===== src/rtl/cpu10_ex_wb_pipe.sv =====
// EM/WB datapath slice of the 10-bit 3-stage CPU: FD->EM register, forwarding ALU, EM->WB register.
// Optional macro EX_FLUSH_EN adds a flush input that loads a bubble into the FD->EM register.
module cpu10_ex_wb_pipe #(
  parameter int DW = 10,
  parameter int RW = 3
) (
`ifdef EX_FLUSH_EN
  input  logic          flush,
`endif
  input  logic          clk,
  input  logic          reset,
  input  logic [RW-1:0] fd_srcA_addr,
  input  logic [RW-1:0] fd_dest_addr,
  input  logic [DW-1:0] fd_opA,
  input  logic [DW-1:0] fd_opB,
  input  logic [2:0]    fd_alu_ctrl,
  input  logic          fd_reg_we,
  input  logic          fd_mem_we,
  input  logic          fd_mem_re,
  input  logic [DW-1:0] fd_store_data,
  input  logic          forwardA,
  input  logic          forwardB,
  input  logic [DW-1:0] mem_rdata,
  output logic [RW-1:0] em_srcA_addr,
  output logic [RW-1:0] em_dest_addr,
  output logic [DW-1:0] mem_addr,
  output logic          mem_we,
  output logic [DW-1:0] mem_wdata,
  output logic          em_halt,
  output logic [RW-1:0] wb_dest,
  output logic          wb_we,
  output logic [DW-1:0] wb_wdata
);

  localparam logic [3:0] SHAMT_LIMIT = 4'(DW);

  logic          bubble;
  logic [RW-1:0] em_srca_reg;
  logic [RW-1:0] em_dest_reg;
  logic [DW-1:0] em_opa_reg;
  logic [DW-1:0] em_opb_reg;
  logic [2:0]    em_ctrl_reg;
  logic          em_reg_we_reg;
  logic          em_mem_we_reg;
  logic          em_mem_re_reg;
  logic [DW-1:0] em_store_reg;

  logic [DW-1:0] alu_a;
  logic [DW-1:0] alu_b;
  logic [3:0]    shamt;
  logic [DW-1:0] alu_result;
  logic          alu_halt;

  logic [DW-1:0] wb_alu_reg;
  logic [DW-1:0] wb_rdata_reg;
  logic          wb_we_reg;
  logic          wb_mem_re_reg;
  logic [RW-1:0] wb_dest_reg;

`ifdef EX_FLUSH_EN
  assign bubble = flush;
`else
  assign bubble = 1'b0;
`endif

  // A bubble is an all-zero instruction: ADD 0+0 with no register or memory write.
  always_ff @(posedge clk or negedge reset) begin
    if (!reset) begin
      em_srca_reg   <= '0;
      em_dest_reg   <= '0;
      em_opa_reg    <= '0;
      em_opb_reg    <= '0;
      em_ctrl_reg   <= '0;
      em_reg_we_reg <= 1'b0;
      em_mem_we_reg <= 1'b0;
      em_mem_re_reg <= 1'b0;
      em_store_reg  <= '0;
    end else if (bubble) begin
      em_srca_reg   <= '0;
      em_dest_reg   <= '0;
      em_opa_reg    <= '0;
      em_opb_reg    <= '0;
      em_ctrl_reg   <= '0;
      em_reg_we_reg <= 1'b0;
      em_mem_we_reg <= 1'b0;
      em_mem_re_reg <= 1'b0;
      em_store_reg  <= '0;
    end else begin
      em_srca_reg   <= fd_srcA_addr;
      em_dest_reg   <= fd_dest_addr;
      em_opa_reg    <= fd_opA;
      em_opb_reg    <= fd_opB;
      em_ctrl_reg   <= fd_alu_ctrl;
      em_reg_we_reg <= fd_reg_we;
      em_mem_we_reg <= fd_mem_we;
      em_mem_re_reg <= fd_mem_re;
      em_store_reg  <= fd_store_data;
    end
  end

  assign alu_a = forwardA ? wb_wdata : em_opa_reg;
  assign alu_b = forwardB ? wb_wdata : em_opb_reg;
  assign shamt = alu_b[3:0];

  always_comb begin
    alu_result = '0;
    alu_halt   = 1'b0;
    case (em_ctrl_reg)
      3'b000: alu_result = alu_a + alu_b;
      3'b001: alu_result = alu_a - alu_b;
      3'b010: alu_result = {{(DW-1){1'b0}}, ($signed(alu_a) < $signed(alu_b))};
      3'b011: alu_result = ~(alu_a & alu_b);
      3'b100: alu_result = (shamt >= SHAMT_LIMIT) ? '0 : (alu_a >> shamt);
      3'b101: alu_result = (shamt >= SHAMT_LIMIT) ? '0 : (alu_a << shamt);
      3'b110: alu_halt   = 1'b1;
      default: alu_result = '0;
    endcase
  end

  assign em_srcA_addr = em_srca_reg;
  assign em_dest_addr = em_dest_reg;
  assign mem_addr     = alu_result;
  assign mem_we       = em_mem_we_reg;
  assign mem_wdata    = em_mem_we_reg ? em_store_reg : '0;
  assign em_halt      = alu_halt;

  always_ff @(posedge clk or negedge reset) begin
    if (!reset) begin
      wb_alu_reg    <= '0;
      wb_rdata_reg  <= '0;
      wb_we_reg     <= 1'b0;
      wb_mem_re_reg <= 1'b0;
      wb_dest_reg   <= '0;
    end else begin
      wb_alu_reg    <= alu_result;
      wb_rdata_reg  <= mem_rdata;
      wb_we_reg     <= em_reg_we_reg;
      wb_mem_re_reg <= em_mem_re_reg;
      wb_dest_reg   <= em_dest_reg;
    end
  end

  assign wb_dest  = wb_dest_reg;
  assign wb_we    = wb_we_reg;
  assign wb_wdata = wb_mem_re_reg ? wb_rdata_reg : wb_alu_reg;

endmodule


===== config.mk =====
export PLATFORM = sky130hd
export DESIGN_NAME = cpu10_ex_wb_pipe
export DESIGN_NICKNAME = d
export VERILOG_FILES = /design/src/rtl/cpu10_ex_wb_pipe.sv
export SDC_FILE = /design/constraint.sdc
export NUM_CORES = 1
export LEC_CHECK = 0
export CELL_PAD_IN_SITES_DETAIL_PLACEMENT = 1
export CELL_PAD_IN_SITES_GLOBAL_PLACEMENT = 2
export CORE_MARGIN = 1.5
export CORE_UTILIZATION = 31
export CTS_BUF_LIST = sky130_fd_sc_hd__clkbuf_8
export CTS_CLUSTER_DIAMETER = 40
export DETAILED_ROUTE_END_ITERATION = 6
export HOLD_SLACK_MARGIN = 0.15
export PLACE_DENSITY_LB_ADDON = 0.1
export SETUP_SLACK_MARGIN = 0.02
export SLEW_MARGIN = 40
export SYNTH_ARGS = -nofsm -noshare
export SYNTH_HDL_FRONTEND = slang
export SYNTH_SLANG_ARGS = --single-unit

===== constraint.sdc =====
create_clock -name clk -period 4 [get_ports clk]
set_input_delay 0.4 -clock clk [delete_from_list [all_inputs] [get_ports clk]]
set_output_delay 0.4 -clock clk [all_outputs]
set_load 0.01 [all_outputs]

After elaboration in Yosys (flattened, before gate mapping)
Index checks and enable logic that the tools add are counted.
- multiplexer cells: 8
- shifts and indexed selects: 2
- add/sub/neg operators: 2
- magnitude comparators: 2
- bitwise logic cells: 2
- reductions and logical operators: 1
- equal/unequal tests: 6
- operators with widths (kind ; number):
    10-bit 2-to-1 mux ; 6
    10-bit one-hot mux with 6 select lines ; 1
    10-bit adder ; 1
    10-bit bitwise AND ; 1
    10-bit < comparator ; 1
    10-bit NOT ; 1
    10-bit by 4-bit left shift with 10-bit output ; 1
    10-bit by 4-bit >> shifter with 10-bit output ; 1
    10-bit subtractor ; 1
    3-bit equality test, second input constant ; 3
    3-bit by 2-bit equality test with 1-bit output, second input constant ; 2
    4-bit >= comparator, second input constant ; 1
    3-bit by 1-bit equality test with 1-bit output, second input constant ; 1
    3-bit zero test ; 1
    1-bit 2-to-1 mux ; 1
- input port bits: 56
- word-level logic and storage cells: 37
- bits in registers: 67

Longest topological paths before layout
Gate-level depths: netlist of run 1.
- word-level depth: 5
- depth in mapped cells: 13

Worst setup path before layout of run 1
OpenSTA, ideal clock, no wires.
- path type: input port to output port
- start: in forwardA
- end: out mem_addr[6]
- path buffers: 2
- required time: 3600 ps
- stages: 11
- arrival: 2918 ps
- setup slack: 682 ps
- path through: buf_2 buf_1 nor2_1 a21oi_1 ha_1 nand2b_1 a2111oi_0 nor3_1 xnor2_1 o21ai_0 a211o_1
- cells in the longest elaborated chain, start to end: 4
- elaborated cells between the ends (all ways): 10
- classes of those cells: add/sub (2); shift (2); mux (4); bitwise (2)
- RTL lines (what ; line ; text):
    start: declaration ; 21 ; input logic forwardA,
    10-bit 2-to-1 mux (*) ; 101 ; assign alu_a = forwardA ? wb_wdata : em_opa_reg;
    branches (longest 2 deep; another with 10-bit subtractor) ; - ;
    10-bit one-hot mux with 6 select lines (*) ; 108 ; case (em_ctrl_reg)
    end: declaration ; 26 ; output logic [DW-1:0] mem_addr,
Mark *: on every way between the ends.

Worst setup path in the final report of run 1
- start: in forwardB
- end: out mem_addr[7]
- cells in the longest elaborated chain, start to end: 4
- elaborated cells between the ends (all ways): 11
- classes of those cells: add/sub (2); order compare (1); shift (2); mux (4); bitwise (2)
- RTL lines (what ; line ; text):
    start: declaration ; 22 ; input logic forwardB,
    10-bit 2-to-1 mux (*) ; 102 ; assign alu_b = forwardB ? wb_wdata : em_opb_reg;
    branches (longest 2 deep; another with 10-bit subtractor) ; - ;
    10-bit one-hot mux with 6 select lines (*) ; 108 ;
Marks and branches as above.

==> flow_summary.yaml, run 1 <==
setup_path:
  crit_fanout: 14
  cp-end-kind: "output port"
  critPathCapture: "mem_addr[7]"
  crit_chain: "clkdlybuf4s50_1, buf_6, nor2_1, a21o_2, ha_1, buf_4, o2111a_1, nor3_1, o22ai_1, mux2i_1, o2111ai_1, dlygate4sd2_1"
  reg2reg_slack_ns: 0.98
  required_ns: 3.60
  crit_buf_inv: 4
  r2r_end: "wb_alu_reg[8]"
  cp_slowest_stage_delay_ns: 0.64
  start_kind: "input pin"
  rr_worst_depth: 13
  reg2reg_from: "wb_mem_re_reg"
  crit_slowest_cell: "clkdlybuf4s50_1"
  path_class: "in -> out"
  crit_family: "buffers and inverters"
  crit_path_start: "forwardB"
  crit_cells: 12
  critPathArrivalTime_ns: 3.43
logic_synthesis:
  synth_cell_types: 66
  yosysWarnings: 0
  syn-num-nets: 492
  synth_edf_count: 0
  yosys_register_bits: 67
  synth_cells: 413
  netlist_area_um2: 4030
  ys_seq_area_share_pct: 41.6
  ys.flop_type: "dfrtp_1"
  synthArstFlopShare_pct: 100
  syn_area_per_cell_um2: 9.75
pwr:
  p_per_area_nw_per_um2: 383
  ir_drop_mv: 0.211
  p_leak_uw: 0.00272
global_route:
  grt_max_degree: 46
  grt_use_total_pct: 21.9
  grt_pass1_vias: 3985
  antenna_found_initial: 0
  grt_pass1_wl_um: 22100
  grt_overflow: 0
timing:
  finalMaxSlewViolations: 0
  fin_ws_ns: 0.172
  fin_setup_tns_ns: 0
  timing_hold_violations_final: 0
  setup_viol: 0
  relSlewSlack_pct: 58.1
  rsz0062_at_grt: "no"
  tightest_slew_ns: 0.620
  fmaxAchievable_mhz: 261
  fin_worst_skew_ns: 0.00938
  timing.hold.ws_ns: 0.353
  min_period_ns: 3.83
  period_share_pct: 95.7
run:
  cap_violations: 0
clocking:
  cts_buffers: 9
  htreeDepth: 3
  cts.sinks: 67
  cts_tree: "yes"
  cts.path.max_buffers: 2
  clockRootBuffer: "clkbuf_8"
  clkTransAtPathRegs_ns: 0.07
  clk_latency_ns: 0.35
drt:
  routed-via-count: 3763
  drtIter0Drc: 279
  firstDrtPassIters: 4
  viasPerCell: 5.03
  drc_errors: 0
  routed_wl_um: 14100
  post_drt_wl_per_cell_um: 18.8
  route.antenna.remaining_nets: 0
die:
  start_util_pct: 31.8
  std_cell_rows: 41
  core_um2: 12700
  fp.dieH_um: 117
  die_x_um: 117
  fp.dieArea_um2: 13700
  io_pins: 98
status:
  status: "complete, no violations"
placed_design:
  portBuffers: 97
  hpwl_um: 11400
  dp_cells: 728
  place.gp.congestion: 0.874
  dp_slack_ns: -0.299
finish:
  area_growth_pct: 48.1
  final_cells: 748
  layout-drive-gt1-share_pct: 22.7
  final_nets: 650
  antenna_cells: 0
min_path:
  hold_path_depth: 0
  min_path_type: "reg -> reg"
[cells by family (layout without fill, tap and decap cells)]
group           after synthesis  after routing  synth area share (%)
compound gates              109            109                  19.6
xor+xnor                      8              8                  1.74
fa+ha+maj                    23             23                  7.52
buf+inv                      49            212                  5.13
flops                        67             67                  41.6
mux                          35             35                  9.66
simple gates                122            122                  14.7
[per-stage QoR]
stage / total power [uW] / cell area [um^2] / utilization, %
after CTS: 2280 / 5900 / 46.6
after detailed placement: 1690 / 5630 / 44.4
after global routing: 2420 / 5960 / 47.1
after global placement: 1680 / 5630 / 44.4
after floorplan: 1230 / 4030 / -
final: 2290 / 5960 / 47.1
[where the power goes]
group	total, uW	internal (uW)	switching [uW]
Combinational	980	474	506
Clock	558	287	272
Sequential	748	725	22.1
Total	2290	1490	799
[worst min-delay path by stage]
stage / startpoint / to / slack [ns]
final: em_mem_re_reg / wb_mem_re_reg / 0.35
after global routing: em_mem_re_reg / wb_mem_re_reg / 0.37
after CTS: em_mem_re_reg / wb_mem_re_reg / 0.36
after detailed placement: em_mem_re_reg / wb_mem_re_reg / 0.34
after global placement: em_reg_we_reg / wb_we / 0.33
after floorplan: reset / em_ctrl_reg[0] / 0.10
[final cells by class]
class                           instances  area (um^2)
Clock inverter                          7         68.8
Sequential cell                        67         1680
Tap cell                              172          215
Multi-Input combinational cell        297         2280
Clock buffer                            9          124
Fill cell                            1447         6710
Inverter                               28          108
Timing Repair Buffer                  168         1490
[placed cells by master (no fill, tap or decap), types with 9 or more instances in the layout]
master           instances
dfrtp_1                 67
nor2_1                  45
inv_1                   25
nand2_1                 23
ha_1                    19
clkdlybuf4s50_1         86
buf_4                   69
clkbuf_8                 9
mux2i_1                 27
and2_1                  11
a21oi_1                 21
a21o_1                   9
[synth_stat cells, types with 3 or more instances]
cell / number / area share, %
a21o_1: 9 / 1.7
inv_2: 3 / 0.28
nand2_1: 23 / 2.1
buf_2: 4 / 0.50
a41oi_1: 3 / 0.65
o22ai_1: 5 / 0.78
dfrtp_1: 67 / 42
and2_1: 11 / 1.7
inv_1: 24 / 2.2
a31oi_1: 6 / 0.93
clkbuf_1: 14 / 1.3
nor4_1: 4 / 0.62
nor2_1: 45 / 4.2
o21ai_0: 11 / 1.4
a21oi_1: 24 / 3.0
mux2i_1: 28 / 7.0
nor3_1: 9 / 1.1
o211ai_1: 6 / 1.1
or3_1: 5 / 0.78
ha_1: 21 / 6.5
nor2b_1: 9 / 1.4
xnor2_1: 7 / 1.5
o21a_1: 4 / 0.75
a2bb2oi_1: 3 / 0.65
nor3b_1: 4 / 0.75
a211o_1: 4 / 0.87
o31ai_1: 3 / 0.56
[what timing repair did]
action	CTS	global route
endpoints found under the hold margin	44	0
endpoints found under the setup margin	10	9
gates resized for setup	31	24
pin swaps	9	12
hold buffers	1	0
buffers inserted	1	2
[metal layers]
| metal | part of all wire, % | up-vias | global-route usage, % |
|---|---|---|---|
| met5 | 0 | - | 0 |
| met4 | 1.5 | 0 | 7.31 |
| met3 | 5.7 | 10 | 3.60 |
| met2 | 47 | 101 | 34.3 |
| met1 | 46 | 1862 | 30.8 |
| li1 | - | 1790 | - |
Note: power is estimated with default switching activity, not from simulation.
==> run 2, diff against run 1 <==
--- a/config.mk
+++ b/config.mk
@@ -5,6 +5,7 @@
 export SDC_FILE = /design/constraint.sdc
 export NUM_CORES = 1
 export LEC_CHECK = 0
+export CAP_MARGIN = 10
 export CELL_PAD_IN_SITES_DETAIL_PLACEMENT = 1
 export CELL_PAD_IN_SITES_GLOBAL_PLACEMENT = 2
 export CORE_MARGIN = 1.5
==> constraint.sdc (replaced) <==
create_clock -name clk -period 4 [get_ports clk]
set_input_delay 0.4 -clock clk [delete_from_list [all_inputs] [get_ports clk]]
set_output_delay 0.4 -clock clk [all_outputs]
set_load 0.02 [all_outputs]
==> flow_summary.yaml, run 2 (synthesis gave the netlist of run 1 again) <==
run:
  cap_violations: 0
pwr:
  p_per_area_nw_per_um2: 397
  ir_drop_mv: 0.251
  power.total_uw: 2400
  p_leak_uw: 0.00279
timing:
  setup_viol: 0
  rsz0062_at_grt: "yes"
  fin_setup_tns_ns: 0
  min_period_ns: 3.86
  fin_worst_skew_ns: 0.00959
  timing_hold_violations_final: 0
  period_share_pct: 96.6
  fmaxAchievable_mhz: 259
  finalMaxSlewViolations: 0
  fin_ws_ns: 0.137
  tightest_slew_ns: 0.584
  relSlewSlack_pct: 61.1
setup_path:
  crit_fanout: 4
  cp-end-kind: "output port"
  required_ns: 3.60
  critPathArrivalTime_ns: 3.46
  path_class: "reg -> out"
  start_kind: "flop"
clocking:
  cts_buffers: 9
  cts.path.max_buffers: 2
  clockRootBuffer: "clkbuf_8"
  cts.sinks: 67
  cts_tree: "yes"
  clk_latency_ns: 0.35
  clkTransAtPathRegs_ns: 0.08
  htreeDepth: 3
finish:
  final_common_cell: "buf_4"
  antenna_cells: 0
  final_util_pct: 47.6
  final_cell_mix: "buf_4 (87), clkdlybuf4s50_1 (86), dfrtp_1 (67), nor2_1 (45), mux2i_1 (26)"
  area_growth_pct: 49.9
  final_nets: 665
  layout-drive-gt1-share_pct: 24.5
drt:
  route.antenna.remaining_nets: 0
  drc_errors: 0
  drtIter0Drc: 221
  routed-via-count: 3755
  firstDrtPassIters: 4
  post_drt_wl_per_cell_um: 18.5
  viasPerCell: 4.92
  routed_wl_um: 14100
die:
  std_cell_rows: 41
  start_util_pct: 31.8
  die_x_um: 117
  core_um2: 12700
  io_pins: 98
  fp.dieArea_um2: 13700
  fp.dieH_um: 117
status:
  status: "complete, no violations"
global_route:
  antenna_found_initial: 0
  grt_use_total_pct: 22.1
  grt_max_degree: 46
  grt_overflow: 0
  grt_pass1_wl_um: 22400
  grt_pass1_vias: 4092
placed_design:
  hpwl_um: 11400
  dp_slack_ns: -0.320
  portBuffers: 97
  place.gp.congestion: 0.914
min_path:
  min_path_type: "reg -> reg"
[run 2: final cells by class]
type / count / area [um^2]
repair buffers: 183 / 1590
flip-flops and latches: 67 / 1680
clock buffers: 9 / 124
inverters: 28 / 108
clock inverters: 7 / 98.8
multi-input cells: 297 / 2220
fillers: 1449 / 6640
well taps: 172 / 215
[run 2: final timing paths]
check,start,endpoint,slack [ns],depth (start not counted)
min in group asynchronous,reset,em_store_reg[8],0.58,2
worst min-delay path,em_reg_we_reg,wb_we,0.36,0
worst max-delay path,wb_mem_re_reg,mem_addr[0],0.14,13
worst max register to register,wb_mem_re_reg,wb_alu_reg[0],0.92,12
max in group asynchronous,reset,em_opa_reg[5],2.71,3
worst min register to register,em_reg_we_reg,wb_we,0.36,0
[run 2: what timing repair did]
action | 4_1_cts | 5_1_grt
endpoints found under the hold margin | 44 | 0
setup endpoints to repair | 10 | 9
resized for setup | 26 | 25
buffers inserted | 0 | 1
hold buffers | 1 | 0
gates cloned | 0 | 0
pin swaps | 1 | 8
[run 2: where the power goes]
part	switching (uW)	internal, uW	leakage [uW]
clock	278	355	0.000110
sequential	22.3	725	0.000794
combinational	531	485	0.00189
total	832	1570	0.00279
[run 2: stage by stage]
stage	cell area [um^2]	hold slack [ns]	cells
after floorplan	4030	0.104	413
after global placement	5750	0.334	745
after detailed placement	5760	0.349	745
after CTS	6010	0.366	762
after global routing	6040	0.375	763
final	6040	0.364	763
[run 2: routing by layer]
layer / share of wire [%] / global-route usage (%) / vias up
li1: - / - / 1823
met1: 48 / 30.5 / 1829
met2: 47 / 35.4 / 85
met3: 3.5 / 4.53 / 18
met4: 1.6 / 6.10 / 0
met5: 0 / 0 / -
[run 2: worst max-delay path, cell delays in order (launching register included)]
cell and delay (ns):
dfrtp_1 0.41, buf_12 0.15, mux2_4 0.33, a21oi_4 0.20, inv_4 0.07, buf_4 0.14
fa_1 0.46, nor2b_2 0.16, o31a_1 0.19, o221a_2 0.26, o211ai_1 0.13, a311oi_2 0.32
a21oi_2 0.11, clkbuf_2 0.17
